$ cat src/rtl/sar_controller_if.sv
// Signal bundle between the SAR sequencer and its comparator/host side.
// master = the controller, slave = the comparator/host environment.
interface sar_if #(
   parameter int N = 12
);
   logic         start;
   logic         comp_result;
   logic         comp_done;
   logic         comp_req;
   logic         sample_en;
   logic         busy;
   logic         done;
   logic         err;
   logic [N-1:0] dac_code;
   logic [N-1:0] result;

   modport master (
      input  start, comp_result, comp_done,
      output comp_req, dac_code, sample_en, busy, done, result, err
   );

   modport slave (
      output start, comp_result, comp_done,
      input  comp_req, dac_code, sample_en, busy, done, result, err
   );
endinterface

$ cat src/rtl/sar_controller.sv
// Successive-approximation sequencer: samples, then resolves one bit per SET/WAIT
// pair from MSB to LSB, with a per-bit comparator timeout that forces a 0.
//
//  state  | meaning
//  IDLE   | waiting for start, dac_code parked at 0
//  SAMPLE | track/hold closed for SAMPLE_CYCLES cycles
//  SET    | trial bit driven, comp_req strobe
//  WAIT   | waiting for comp_done or timeout, then decide bit
//  DONE   | result valid, done pulse
module sar_controller #(
   parameter int N             = 12,
   parameter int SAMPLE_CYCLES = 2,
   parameter int TIMEOUT       = 15
) (
   input  logic clk,
   input  logic rst,
   sar_if.master bus
);
   localparam int IW   = (N > 1) ? $clog2(N) : 1;
   localparam int CMAX = (SAMPLE_CYCLES > TIMEOUT) ? SAMPLE_CYCLES : TIMEOUT;
   localparam int CW   = $clog2(CMAX + 1);
   localparam logic [IW-1:0] IDX_TOP = IW'(N - 1);
   localparam logic [CW-1:0] SAMP_LD = CW'(SAMPLE_CYCLES - 1);
   localparam logic [CW-1:0] TMO_LD  = CW'(TIMEOUT - 1);

   typedef enum logic [2:0] {
      IDLE   = 3'd0,
      SAMPLE = 3'd1,
      SET    = 3'd2,
      WAIT   = 3'd3,
      DONE   = 3'd4
   } state_t;

   state_t        state_q, state_d;
   logic [N-1:0]  dac_q, dac_d;
   logic [N-1:0]  res_q, res_d;
   logic [IW-1:0] idx_q, idx_d;
   logic [CW-1:0] cnt_q, cnt_d;
   logic          err_q, err_d;
   logic          decide;
   logic          bit_v;

   always_ff @(posedge clk) begin
      if (rst) begin
         state_q <= IDLE;
         dac_q   <= '0;
         res_q   <= '0;
         idx_q   <= IDX_TOP;
         cnt_q   <= '0;
         err_q   <= 1'b0;
      end else begin
         state_q <= state_d;
         dac_q   <= dac_d;
         res_q   <= res_d;
         idx_q   <= idx_d;
         cnt_q   <= cnt_d;
         err_q   <= err_d;
      end
   end

   always_comb begin
      state_d = state_q;
      dac_d   = dac_q;
      res_d   = res_q;
      idx_d   = idx_q;
      cnt_d   = cnt_q;
      err_d   = err_q;
      decide  = 1'b0;
      bit_v   = 1'b0;
      case (state_q)
         IDLE: begin
            dac_d = '0;
            if (bus.start) begin
               state_d = SAMPLE;
               err_d   = 1'b0;
               idx_d   = IDX_TOP;
               cnt_d   = SAMP_LD;
            end
         end
         SAMPLE: begin
            if (cnt_q == '0) begin
               state_d      = SET;
               dac_d[idx_q] = 1'b1;
            end else begin
               cnt_d = cnt_q - 1'b1;
            end
         end
         SET: begin
            state_d = WAIT;
            cnt_d   = TMO_LD;
         end
         WAIT: begin
            if (bus.comp_done) begin
               decide = 1'b1;
               bit_v  = bus.comp_result;
            end else if (cnt_q == '0) begin
               // Comparator never answered: resolve the bit low and flag it.
               decide = 1'b1;
               err_d  = 1'b1;
            end else begin
               cnt_d = cnt_q - 1'b1;
            end
            if (decide) begin
               dac_d[idx_q] = bit_v;
               if (idx_q == '0) begin
                  state_d = DONE;
                  res_d   = dac_d;
               end else begin
                  idx_d        = idx_q - 1'b1;
                  dac_d[idx_d] = 1'b1;
                  state_d      = SET;
               end
            end
         end
         DONE: begin
            state_d = IDLE;
            dac_d   = '0;
         end
         default: state_d = IDLE;
      endcase
   end

   assign bus.comp_req  = (state_q == SET);
   assign bus.sample_en = (state_q == SAMPLE);
   assign bus.busy      = (state_q != IDLE);
   assign bus.done      = (state_q == DONE);
   assign bus.dac_code  = dac_q;
   assign bus.result    = res_q;
   assign bus.err       = err_q;
endmodule

$ cat src/flat_wrapper.sv
// flat-port wrapper written by rule: the top's interface ports become plain ports
module sar_controller_flat 
#(
   parameter int N             = 12,
   parameter int SAMPLE_CYCLES = 2,
   parameter int TIMEOUT       = 15
)
  (clk, rst, bus_start, bus_comp_result, bus_comp_done, bus_comp_req, bus_dac_code, bus_sample_en, bus_busy, bus_done, bus_result, bus_err);
  sar_if #(.N(N)) bus_i ();
  input  logic clk;
  input  logic rst;
  input wire logic [$bits(bus_i.start)-1:0] bus_start;
  input wire logic [$bits(bus_i.comp_result)-1:0] bus_comp_result;
  input wire logic [$bits(bus_i.comp_done)-1:0] bus_comp_done;
  output wire logic [$bits(bus_i.comp_req)-1:0] bus_comp_req;
  output wire logic [$bits(bus_i.dac_code)-1:0] bus_dac_code;
  output wire logic [$bits(bus_i.sample_en)-1:0] bus_sample_en;
  output wire logic [$bits(bus_i.busy)-1:0] bus_busy;
  output wire logic [$bits(bus_i.done)-1:0] bus_done;
  output wire logic [$bits(bus_i.result)-1:0] bus_result;
  output wire logic [$bits(bus_i.err)-1:0] bus_err;
  assign bus_i.start = bus_start;
  assign bus_i.comp_result = bus_comp_result;
  assign bus_i.comp_done = bus_comp_done;
  assign bus_comp_req = bus_i.comp_req;
  assign bus_dac_code = bus_i.dac_code;
  assign bus_sample_en = bus_i.sample_en;
  assign bus_busy = bus_i.busy;
  assign bus_done = bus_i.done;
  assign bus_result = bus_i.result;
  assign bus_err = bus_i.err;
  sar_controller #(.N(N), .SAMPLE_CYCLES(SAMPLE_CYCLES), .TIMEOUT(TIMEOUT)) u_core (.clk(clk), .rst(rst), .bus(bus_i));
endmodule
$ cat config.mk
export PLATFORM = sky130hd
export DESIGN_NAME = sar_controller_flat
export DESIGN_NICKNAME = d
export VERILOG_FILES = /design/src/rtl/sar_controller_if.sv /design/src/rtl/sar_controller.sv /design/src/flat_wrapper.sv
export SDC_FILE = /design/constraint.sdc
export NUM_CORES = 1
export LEC_CHECK = 0
export ABC_AREA = 1
export CORE_UTILIZATION = 49
export CTS_CLUSTER_DIAMETER = 50
export DETAILED_ROUTE_END_ITERATION = 8
export PLACE_DENSITY = 0.77
export SLEW_MARGIN = 20
export SYNTH_ARGS = -nofsm -noshare
export SYNTH_HDL_FRONTEND = slang
export SYNTH_SLANG_ARGS = --single-unit
$ cat constraint.sdc
create_clock -name clk -period 1.72 [get_ports clk]
set_clock_uncertainty 0.1 [all_clocks]
set_input_delay 0.172 -clock clk [delete_from_list [all_inputs] [get_ports clk]]
set_output_delay 0.172 -clock clk [all_outputs]
set_load 0.005 [all_outputs]
=== After elaboration in Yosys (flattened, before gate mapping) ===
Index checks and enable logic that the tools add are counted.
Widths: inputs -> output; s select.

* Flip-flop bits (word level): 36
* Bits in latches: 0
* Memory bits (writable): 0
* ROM bits: 0
* Bits of input ports: 5
* Output and inout bits: 29
* Memories kept: 0

* $add $sub $neg: 2
* $mul: 0
* Div/mod/pow operators: 0
* Magnitude comparators: 4
* Equality and inequality tests: 10
* Shift-type cells: 0
* Multiplexer cells: 31
* Bitwise logic cells: 2
* Reduce and logical (&&, ||, !) cells: 16

{| class="wikitable"
|+ Operator list
! kind !! count
|-
| $mux 12 || 3
|-
| $pmux 12 s3 || 1
|-
| $mux 4 || 6
|-
| $or 12x12->12 || 2
|-
| $pmux 4 s4 || 1
|-
| $bwmux 12 || 1
|-
| $mux 3 || 4
|-
| $pmux 3 s4 || 1
|-
| $reduce_and 3->1 || 4
|-
| $lt 4x5->1 const B || 2
|-
| $mux 1 || 10
|-
| $demux 1 s4 || 2
|-
| $ge 4x1->1 const B || 2
|-
| $logic_not 4->1 || 2
|-
| $pmux 4 s2 || 1
|-
| $reduce_and 4->1 || 2
|-
| $sub 4x1->4 const B || 2
|-
| $eq 3x2->1 const B || 2
|-
| $ne 2x1->1 const B || 3
|-
| $ne 2x2->1 const B || 3
|-
| $reduce_bool 3->1 || 2
|-
| $reduce_bool 4->1 || 1
|-
| $eq 3x1->1 const B || 1
|-
| $eq 3x3->1 const B || 1
|-
| 5 further kinds || 6
|}

=== Longest topological paths before layout ===
* Word-level depth: 9
* Mapped depth: 9
* Gate-level depth less buffers: 9

=== Worst setup path after synthesis ===
Ideal clock, no wire load.

* Kind: register to register
* Start: register u_core.idx_q[0]
* End: register u_core.res_q[5] (netlist: u_core.bus.result[5])
* Library setup time: 0.123 ns
* Arrival: 1.377 ns
* Slack: 0.120 ns
* Cell stages (with the launch flop): 9
* Buffers on the path: 1
* Period minus slack after synthesis: 1.600 ns
* Path through: dfxtp_1 > inv_1 > ha_1 > nand2_2 > nor2_4 > nand2_2 > inv_2 > buf_2 > a21oi_1

* Word-level cells in the longest chain between the ends: 5

{| class="wikitable"
|+ RTL lines
! element !! line !! RTL
|-
| from (decl) || sar_controller.sv:37 || <nowiki>logic [IW-1:0] idx_q, idx_d;</nowiki>
|-
| from (signal assigned) || sar_controller.sv:55 || <nowiki>idx_q <= idx_d;</nowiki>
|-
| $lt 4x5->1 (implied by the code) or $ge 4x1->1 (tied branches) || sar_controller.sv:104 || <nowiki>dac_d[idx_q] = bit_v;</nowiki>
|-
| $logic_and 1x1->1 (implied by the code) || sar_controller.sv:104 ||
|-
| $mux 1 (implied by the code) || sar_controller.sv:104 ||
|-
| $demux 1 s4 || - ||
|-
| $bwmux 12 || sar_controller.sv:104 ||
|-
| to (signal assigned) || sar_controller.sv:54 || <nowiki>res_q <= res_d;</nowiki>
|-
| to (decl) || sar_controller.sv:36 || <nowiki>logic [N-1:0] res_q, res_d;</nowiki>
|}

Parallel ways exist; a longest one is shown, timed or not.
A chain may end at the register's enable or synchronous reset.

=== Final worst setup path ===
* Start: register u_core.state_q[0]
* End: output port bus_done

* Word-level cells in the longest chain between the ends: 1

{| class="wikitable"
|+ RTL lines
! element !! line !! RTL
|-
| from (decl) || sar_controller.sv:34 || <nowiki>state_t state_q, state_d;</nowiki>
|-
| from (signal assigned) || sar_controller.sv:52 || <nowiki>state_q <= state_d;</nowiki>
|-
| $eq 3x3->1 || sar_controller.sv:126 || <nowiki>assign bus.done = (state_q == DONE);</nowiki>
|-
| to (decl) || flat_wrapper.sv:19 || <nowiki>output wire logic [$bits(bus_i.done)-1:0] bus_done;</nowiki>
|}

No other way between the ends.

==> reports/qor.txt <==
syn_area_per_cell: 6.40 um2
DR iter-0 viols: 168
Pleak: 1.37 nW
register area: 731 um2
Pwr Density: 1280 nW/um2
sequential area share after synthesis: 32.8%
Setup CP Type: reg -> out
Port Buf Inserts: 33
Distinct cells, synth: 23
Fin. Hold Viols: 0
Initial Util: 53.0%
Max-Cap Viols: 0
Die W: 68.9 um
dpl hpwl: 4.13 mm
worst ir drop on vdd: 680 uV
crit path buf inv count: 2
All-Layer GR Usage: 26.8%
CTS tree: built
Worst Path Required: 1.45 ns
total grt overflow: 0
status: complete, no violations
Setup WS pre-CTS: 0.0534 ns
# fillers: 363
worst r2r path cells: 8
Critical-path top delay cell: clkdlybuf4s50_1
final setup fails: 0
vias post-DR: 2377
Num CTS Buffers: 5
Least-Margin Pin Slew: 0.366 ns
CP max stage delay: 0.50 ns
total power: 3.73 mW
final worst path period need: 1.66 ns
Final Cell Area: 2910 um2
final WL: 5.92 mm
cell area after synthesis: 2190 um2
WP depth: 4
vias in the first global route: 2035
CP Launch Type: flip-flop
Final period util: 96.6%
initial antenna violation count: 0
Avg WL per Cell: 13.3 um
GP Congestion: 0.938
Avg Vias per Cell: 5.33
worst setup margin: 0.0578 ns
Ys Warns: 0
IO Pins: 34
largest net degree at the start of global routing: 29
clk sinks: 36
worst-path fanout max: 4
CP arrival: 1.39 ns
Reg clk slew, reported paths: 0.07 ns
multi-input logic area: 1310 um2
delay-heaviest family, CP: buffers and inverters
fmax: 602 MHz
post-route ant nets: 0
n_diodes: 0
Die ar.: 4750 um2
core box area: 4140 um2
CTS HTree Levels: 2
CP endpoint kind: output port
Hold Path Cell Cnt: 2
crit-path cells: inv_4, nand2_4, nor2_1, clkdlybuf4s50_1
first-pass GRT wire length: 9.42 mm
worst relative slew slack: 75.4%
Synth Register Bits: 36
unrepaired setup endpoints after global routing: false
setup slack, reg-to-reg: 0.08 ns
share of cells above drive strength 1: 17.4%
post-synthesis cell count: 343
Hold/Removal Path Class: reg -> reg
Bufs on Longest Clock Path: 2
drt first pass iters: 5
Die Y: 68.9 um
Remaining DRCs: 0
final net count: 408
Slew Limit Fails: 0
CTS root buf: clkbuf_8
# rows: 23
setup_tns: 0 ns
Clock Latency Late Sink: 0.29 ns
Synth-to-Final Area Change: 32.5%
DP Area: 2720 um2
syn nets: 356
## power breakdown
group / leakage [nW] / total (mW) / internal, mW / switching, mW
Clock: 0.0404 / 0.627 / 0.287 / 0.340
Combinational: 1.04 / 1.99 / 0.864 / 1.13
Sequential: 0.296 / 1.12 / 0.994 / 0.122
Total: 1.37 / 3.73 / 2.14 / 1.59
## worst min-delay path, cell delays in order, from the launching register on
cell and delay [ns]:
dfxtp_1 0.31, nand2_1 0.06, a21oi_1 0.05
## logic make-up after synthesis
| logic type | Yosys count | synth area share, % |
|---|---|---|
| xor+xnor | 1 | 0.399 |
| simple gates | 164 | 32.6 |
| buf+inv | 53 | 10.4 |
| compound gates | 81 | 19.3 |
| flops | 36 | 32.8 |
| fa+ha+maj | 8 | 4.56 |
## state kept, by name, indices dropped and copies added, names as in the netlist
| signal | count |
|---|---|
| u_core.idx_q | 4 |
| u_core.state_q | 3 |
| u_core.bus.err | 1 |
| u_core.cnt_q | 4 |
| u_core.bus.result | 12 |
| u_core.bus.dac_code | 12 |
## routing by layer
metal / vias up / routed length, um / GRT usage, %
li1: 1226 / - / -
met1: 1060 / 2820 / 38.9
met2: 81 / 2600 / 39.9
met3: 10 / 412 / 4.44
met4: 0 / 89 / 7.91
met5: - / 0 / 0
## per-stage QoR
stage | instances | hold WS (ns) | utilization, %
global placement | 436 | 0.351 | 65.5
global route | 446 | 0.394 | 70.2
finish | 446 | 0.365 | 70.2
floorplan | 343 | 0.321 | -
detailed placement | 436 | 0.356 | 65.5
CTS | 445 | 0.368 | 68.7
## cell type report
cell class	instances	area share, %
clock buffer	5	2.37
clock inverter	3	0.818
inverter	41	5.46
multi-input combinational	254	45.0
sequential	36	25.1
tap	50	2.15
timing repair buffer	57	19.1
## timing repair
item                       in CTS  in global routing
pin swaps                       1                  0
setup endpoints to repair       4                 30
resized for setup              12                 26
buffers inserted                1                  1
hold buffers                    0                  0
## cells in the mapped netlist
cell      count  area, um2
a21oi_1      44        220
buf_2         5       25.0
buf_4         2       15.0
buf_6         2       22.5
clkbuf_1      3       11.3
clkinv_1      1       3.75
dfxtp_1      36        721
ha_1          8        100
inv_1        36        135
inv_2         4       15.0
nand2_1      96        360
nand2_2       5       31.3
nand3_1      20        100
nand3_2       1       10.0
nand4_1      11       68.8
nor2_1       26       97.6
nor2_2        2       12.5
nor2_4        3       33.8
o211ai_1      1       7.51
o211ai_2      1       12.5
o21ai_0      33        165
o21ai_2       2       17.5
xnor2_1       1       8.76
## cell usage in the layout (no fill, tap or decap), types with 2 or more instances in the layout
master / count
inv_4: 2
o21ai_2: 2
buf_12: 3
nand4_1: 11
o21ai_0: 26
ha_1: 7
dfxtp_1: 32
dfxtp_2: 2
nand3_1: 19
a21oi_1: 41
o21ai_1: 7
clkdlybuf4s50_1: 30
inv_1: 33
clkbuf_8: 5
nand2_2: 8
dfxtp_4: 2
buf_4: 21
nor2_4: 5
clkinvlp_4: 2
nor2_1: 23
dlymetal6s2s_1: 3
inv_2: 5
nor2_2: 3
a21oi_2: 3
nand2_1: 92
nand3_2: 2
## final timing paths
path	from	endpoint
setup / recovery	u_core.state_q[0]$_SDFFE_PP0P_	bus_done
hold / removal	u_core.bus.result[0]$_SDFFE_PP0P_	u_core.bus.result[0]$_SDFFE_PP0P_
setup reg to reg	u_core.idx_q[0]$_SDFFE_PP1P_	u_core.bus.dac_code[6]$_SDFFE_PP0P_
hold reg to reg	u_core.bus.result[0]$_SDFFE_PP0P_	u_core.bus.result[0]$_SDFFE_PP0P_
Note: power is estimated with default switching activity, not from simulation.
